File: src/rtl/snoop_bus_arbiter.sv
// Snooping-bus arbiter for three cache controllers: round-robin grant, address
// broadcast, snoop-response collection, then memory read or owner write-back.
module snoop_bus_arbiter #(
    parameter int SNOOP_TIMEOUT = 8,
    parameter int MEM_TIMEOUT   = 15
) (
    input  logic       clock,
    input  logic       reset,
    input  logic [2:0] req,
    input  logic [2:0] req_wr,
    input  logic [2:0] snoop_ack,
    input  logic [2:0] snoop_hit_m,
    input  logic       mem_done,
    output logic [2:0] grant,
    output logic       snoop_valid,
    output logic [1:0] snoop_src,
    output logic       snoop_op,
    output logic       abort_mem_accs,
    output logic [1:0] wb_sel,
    output logic       mem_start,
    output logic [2:0] done,
    output logic       busy,
    output logic       err,
    output logic [2:0] dbg_state
);

    // Handshake: req is a level held until the one-cycle done pulse; snoop_ack
    // qualifies snoop_hit_m in the same cycle; mem_done is a one-cycle completion.

    localparam int CNT_MAX = (SNOOP_TIMEOUT > MEM_TIMEOUT) ? SNOOP_TIMEOUT : MEM_TIMEOUT;
    localparam int CW      = $clog2(CNT_MAX + 1);

    typedef enum logic [2:0] {
        S_IDLE  = 3'd0,
        S_ADDR  = 3'd1,
        S_SNOOP = 3'd2,
        S_MEM   = 3'd3,
        S_WB    = 3'd4,
        S_DONE  = 3'd5
    } state_t;

    state_t        state_q, state_d;
    logic [1:0]    idx_q, idx_d;
    logic [1:0]    last_q, last_d;
    logic [1:0]    sel_q, sel_d;
    logic          op_q, op_d;
    logic [CW-1:0] cnt_q, cnt_d;
    logic [2:0]    ack_q, ack_d;
    logic [2:0]    hit_q, hit_d;
    logic          err_q, err_d;

    logic [2:0]    idx_oh;
    logic [2:0]    others;
    logic [2:0]    ack_all;
    logic [2:0]    hit_all;

    function automatic logic [1:0] rr_pick(input logic [2:0] r, input logic [1:0] last);
        logic [1:0] c;
        logic [1:0] pick;
        logic       found;
        pick  = 2'd0;
        found = 1'b0;
        c     = (last == 2'd2) ? 2'd0 : last + 2'd1;
        for (int k = 0; k < 3; k++) begin
            if (!found && r[c]) begin
                pick  = c;
                found = 1'b1;
            end
            c = (c == 2'd2) ? 2'd0 : c + 2'd1;
        end
        return pick;
    endfunction

    function automatic logic [1:0] lowest_set(input logic [2:0] v);
        logic [1:0] r;
        r = 2'd0;
        if (v[2]) r = 2'd2;
        if (v[1]) r = 2'd1;
        if (v[0]) r = 2'd0;
        return r;
    endfunction

    assign idx_oh  = 3'b001 << idx_q;
    assign others  = ~idx_oh;
    // The granted cpu never snoops its own request.
    assign ack_all = (ack_q | snoop_ack) & others;
    assign hit_all = (hit_q | (snoop_ack & snoop_hit_m)) & others;

    always_ff @(posedge clock) begin
        if (!reset) begin
            state_q <= S_IDLE;
            idx_q   <= 2'd0;
            last_q  <= 2'd2;
            sel_q   <= 2'd0;
            op_q    <= 1'b0;
            cnt_q   <= '0;
            ack_q   <= 3'b000;
            hit_q   <= 3'b000;
            err_q   <= 1'b0;
        end else begin
            state_q <= state_d;
            idx_q   <= idx_d;
            last_q  <= last_d;
            sel_q   <= sel_d;
            op_q    <= op_d;
            cnt_q   <= cnt_d;
            ack_q   <= ack_d;
            hit_q   <= hit_d;
            err_q   <= err_d;
        end
    end

    always_comb begin
        state_d = state_q;
        idx_d   = idx_q;
        last_d  = last_q;
        sel_d   = sel_q;
        op_d    = op_q;
        cnt_d   = cnt_q;
        ack_d   = ack_q;
        hit_d   = hit_q;
        err_d   = 1'b0;
        case (state_q)
            S_IDLE: begin
                if (|req) begin
                    idx_d   = rr_pick(req, last_q);
                    op_d    = req_wr[idx_d];
                    state_d = S_ADDR;
                end
            end
            S_ADDR: begin
                ack_d   = 3'b000;
                hit_d   = 3'b000;
                cnt_d   = '0;
                state_d = S_SNOOP;
            end
            S_SNOOP: begin
                ack_d = ack_all;
                hit_d = hit_all;
                if (ack_all == others) begin
                    cnt_d = '0;
                    if (|hit_all) begin
                        sel_d   = lowest_set(hit_all);
                        state_d = S_WB;
                    end else begin
                        state_d = S_MEM;
                    end
                end else if (cnt_q == CW'(SNOOP_TIMEOUT - 1)) begin
                    // Missing snoopers are treated as clean: memory supplies the block.
                    err_d   = 1'b1;
                    cnt_d   = '0;
                    state_d = S_MEM;
                end else begin
                    cnt_d = cnt_q + CW'(1);
                end
            end
            S_MEM, S_WB: begin
                if (mem_done) begin
                    state_d = S_DONE;
                end else if (cnt_q == CW'(MEM_TIMEOUT - 1)) begin
                    err_d   = 1'b1;
                    state_d = S_DONE;
                end else begin
                    cnt_d = cnt_q + CW'(1);
                end
            end
            S_DONE: begin
                last_d  = idx_q;
                state_d = S_IDLE;
            end
            default: state_d = S_IDLE;
        endcase
    end

    assign busy           = (state_q != S_IDLE);
    assign grant          = busy ? idx_oh : 3'b000;
    assign snoop_valid    = (state_q == S_ADDR);
    assign snoop_src      = busy ? idx_q : 2'd0;
    assign snoop_op       = busy & op_q;
    assign abort_mem_accs = (state_q == S_WB);
    assign wb_sel         = (state_q == S_WB) ? sel_q : 2'd0;
    assign mem_start      = (state_q == S_MEM) && (cnt_q == '0);
    assign done           = (state_q == S_DONE) ? idx_oh : 3'b000;
    assign err            = err_q;
    assign dbg_state      = state_q;

endmodule
File: config.mk
export PLATFORM = sky130hd
export DESIGN_NAME = snoop_bus_arbiter
export DESIGN_NICKNAME = d
export VERILOG_FILES = /design/src/rtl/snoop_bus_arbiter.sv
export SDC_FILE = /design/constraint.sdc
export NUM_CORES = 1
export LEC_CHECK = 0
export CAP_MARGIN = 10
export CORE_MARGIN = 1
export CORE_UTILIZATION = 41
export DETAILED_ROUTE_END_ITERATION = 6
export MAX_ROUTING_LAYER = met4
export PLACE_DENSITY = 0.69
export RECOVER_POWER = 25
export SYNTH_ARGS = -nofsm -noshare
export SYNTH_HDL_FRONTEND = slang
export SYNTH_SLANG_ARGS = --single-unit
File: constraint.sdc
create_clock -name clock -period 1.9 [get_ports clock]
set_clock_uncertainty 0.15 [all_clocks]
set_input_delay 0.38 -clock clock [delete_from_list [all_inputs] [get_ports clock]]
set_output_delay 0.38 -clock clock [all_outputs]
set_load 0.01 [all_outputs]
==> results.yml <==
clocking:
  clockBufferDepth: 2
  cts_inserted_buffers: 3
  cts_sinks: 21
  htreeDepth: 1
  insertion_delay_ns: 0.32
  path_clk_slew_ns: 0.14
  tritoncts: "done"
  root_buffer: "clkbuf_4"
sta:
  holdWs_ns: 0.324
  hold_viol_final: 0
  setup_viol: 4
  setup_ws_ns: -0.0994
  worst_pin_slew_ns: 0.424
  maxSlewViolCount: 0
  timing.final.crit_period_ns: 2.00
  period_share_pct: 105
  rsz0062_at_grt: "true"
  max_freq_mhz: 500
  slew_headroom_pct: 71.7
layout:
  syn_to_final_growth_pct: 58.0
  nNetsFinal: 254
  diodes: 0
  finish.utilization_pct: 67.8
  drive_gt1_share_pct: 37.0
  n_fill_cell: 278
floorplanning:
  die_area_mm2: 0.00343
  core_area_mm2: 0.00305
  start_util_pct: 42.9
  pin_count: 34
  die_w_um: 58.5
  die_y_um: 58.5
  core.rowCount: 20
logic_synthesis:
  synth_ff_type: "dfxtp_1"
  synth_cells: 162
  netlist_top_cells_area: "dfxtp_1, nor2_1, a21oi_1, mux2i_1, a21o_1"
  synth-edff-count: 0
  ys_ff_latch: 21
  yosys_warnings: 0
  yosysTopAreaCell: "dfxtp_1"
  async_flop_share_pct: 0
  yosys.cell_types.count: 50
  syn_avg_cell_area_um2: 8.09
  syn_nets: 180
  synth_top_area_share_pct: 32.1
  syn_area_mm2: 0.00131
  yosysSeqAreaShare_pct: 32.1
setup_path:
  critPathKind: "flop to output port"
  critPathRequiredTime_ns: 1.37
  cpMaxStageDelayCell: "dfxtp_4"
  arrival_ns: 1.47
  startpoint_type: "flop"
  cpPeakStageDelay_ns: 0.39
  cp_common_cell: "buf_6"
  crit_fanout: 4
  path_cells: "buf_4 -> nor3_4 -> inv_2 -> buf_6 -> and2_4 -> buf_6"
  critPathCaptureType: "output port"
placed_design:
  place_hpwl_um: 2780
  port-buffer-count: 33
  gp_congestion: 0.882
min_path:
  hold_path_class: "flop to flop"
global_route:
  grt_pass1_vias: 1394
  grt_pass1_wl_um: 6270
  grt_antenna_before_repair: 0
  overflow: 0
  grt_usage_pct: 24.9
  grt_max_degree: 13
pwr:
  ir_drop_mv: 0.560
  powerDensity_mw_per_mm2: 1130
  p_leak_nw: 0.906
route:
  ant_nets: 0
  drt_iter0_markers: 90
  vias: 1487
  viasPerCell: 5.33
  wire_per_inst_um: 14.7
  drt_pass1_iterations: 4
  drt_wl_total_um: 4110
  drc: 0
job:
  maxCapViolCount: 0
outcome:
  violations: "setup timing"
  status: "finished, violations left"
metrics by stage:
step	setup slack, ns	std cells	total power [W]	setup TNS, ns	instance area, um^2
finish	-0.0994	279	0.00233	-0.344	2070
floorplan	0.0830	162	0.00128	0	1310
global route	-0.160	279	0.00248	-1.09	2070
detailed placement	-0.400	262	0.00186	-3.71	1880
CTS	-0.108	276	0.00223	-0.367	1990
global placement	-0.305	262	0.00183	-3.06	1880
area by class of cell:
class | instances | area (um^2) | share of cell area (%)
clock buffer | 3 | 22.5 | 1.09
inverter | 6 | 22.5 | 1.09
multi-input combinational | 129 | 900 | 43.5
sequential | 21 | 430 | 20.8
timing repair buffer | 75 | 634 | 30.7
tap | 44 | 55.1 | 2.66
clock inverter | 1 | 5.00 | 0.242
layer usage:
layer  vias to the layer above  part of all wire (%)  global-route usage (%)
met1                       680                    42                    30.3
met2                        68                    49                    41.4
met5                         -                     0                       -
met4                         0                   1.9                    10.9
met3                         9                   7.2                    3.08
li1                        730                     -                       -
final timing paths:
path | slack, ns | start | depth (start not counted) | end
worst max register to register | 0.03 | dbg_state[2] | 9 | dbg_state[2]
worst max-delay path | -0.1 | dbg_state[1] | 6 | snoop_op
worst min register to register | 0.32 | hit_q[2] | 2 | hit_q[2]
worst min-delay path | 0.32 | hit_q[2] | 2 | hit_q[2]
timing repair:
action | in CTS | in global routing
setup endpoints to repair | 24 | 25
endpoints found under the hold margin | 0 | 0
cloned | 0 | 0
hold buffers | 0 | 0
buffers inserted | 11 | 5
pin swaps | 10 | 9
resized for setup | 79 | 20
cell usage after synthesis, types with 2 or more instances:
cell type	number
a21o_1	5
o21ai_2	2
ha_1	3
inv_1	6
nor2b_1	2
a21oi_1	11
nor3_1	4
dfxtp_1	21
buf_2	2
o21ai_0	7
o21a_1	3
nand2_1	10
nor3b_1	2
nor2_1	30
mux2i_1	4
nand3_1	6
clkbuf_1	2
nand3b_1	2
nor3b_2	2
a311oi_1	2
a32oi_1	2
and2_1	5
xnor2_1	2
worst max-delay path, delay by kind of cell, from the launching register on:
kind,cells,cell delay (ns)
buffers and inverters,4,0.46
flip-flops,1,0.39
AND/OR/NAND/NOR,2,0.31
cell usage in the layout (no fill, tap or decap), drive strengths merged, types with 2 or more instances in the layout:
cell type      instances
o21ai                  9
dfxtp                 21
clkbuf                 5
nand3                  6
a21oi                 11
o22ai                  2
nor2                  30
dlygate4sd2            2
nand2b                 2
xnor2                  2
a21o                   5
clkdlybuf4s50         15
nor3b                  4
nor3                   5
a32oi                  2
ha                     3
a311oi                 2
and2                   5
o21a                   3
mux2i                  4
nand2                 10
nand3b                 2
inv                    6
nor2b                  2
buf                   55
where the power goes:
part | leakage, nW | switching (W) | internal [W] | total [W]
registers | 0.173 | 0.0000854 | 0.000521 | 0.000607
logic | 0.716 | 0.000731 | 0.000756 | 0.00149
clock network | 0.0177 | 0.000162 | 0.0000790 | 0.000241
cells by family after synthesis:
| logic type | count (synthesis) | share of synthesized area (%) |
|---|---|---|
| and+or+nand+nor | 73 | 29.3 |
| AOI/OAI and AO/OA | 46 | 26.2 |
| DFF | 21 | 32.1 |
| buffers and inverters | 12 | 4.49 |
| muxes | 4 | 3.06 |
| xor gates and xnor gates | 3 | 2.01 |
| adders and majority gates | 3 | 2.87 |
registers in the layout (all words and copies together) (netlist names):
signal	cells
cnt_q	4
ack_q	3
dbg_state	3
hit_q	3
idx_q	2
last_q	2
sel_q	2
err	1
op_q	1
(Power assumes the default switching activity.)
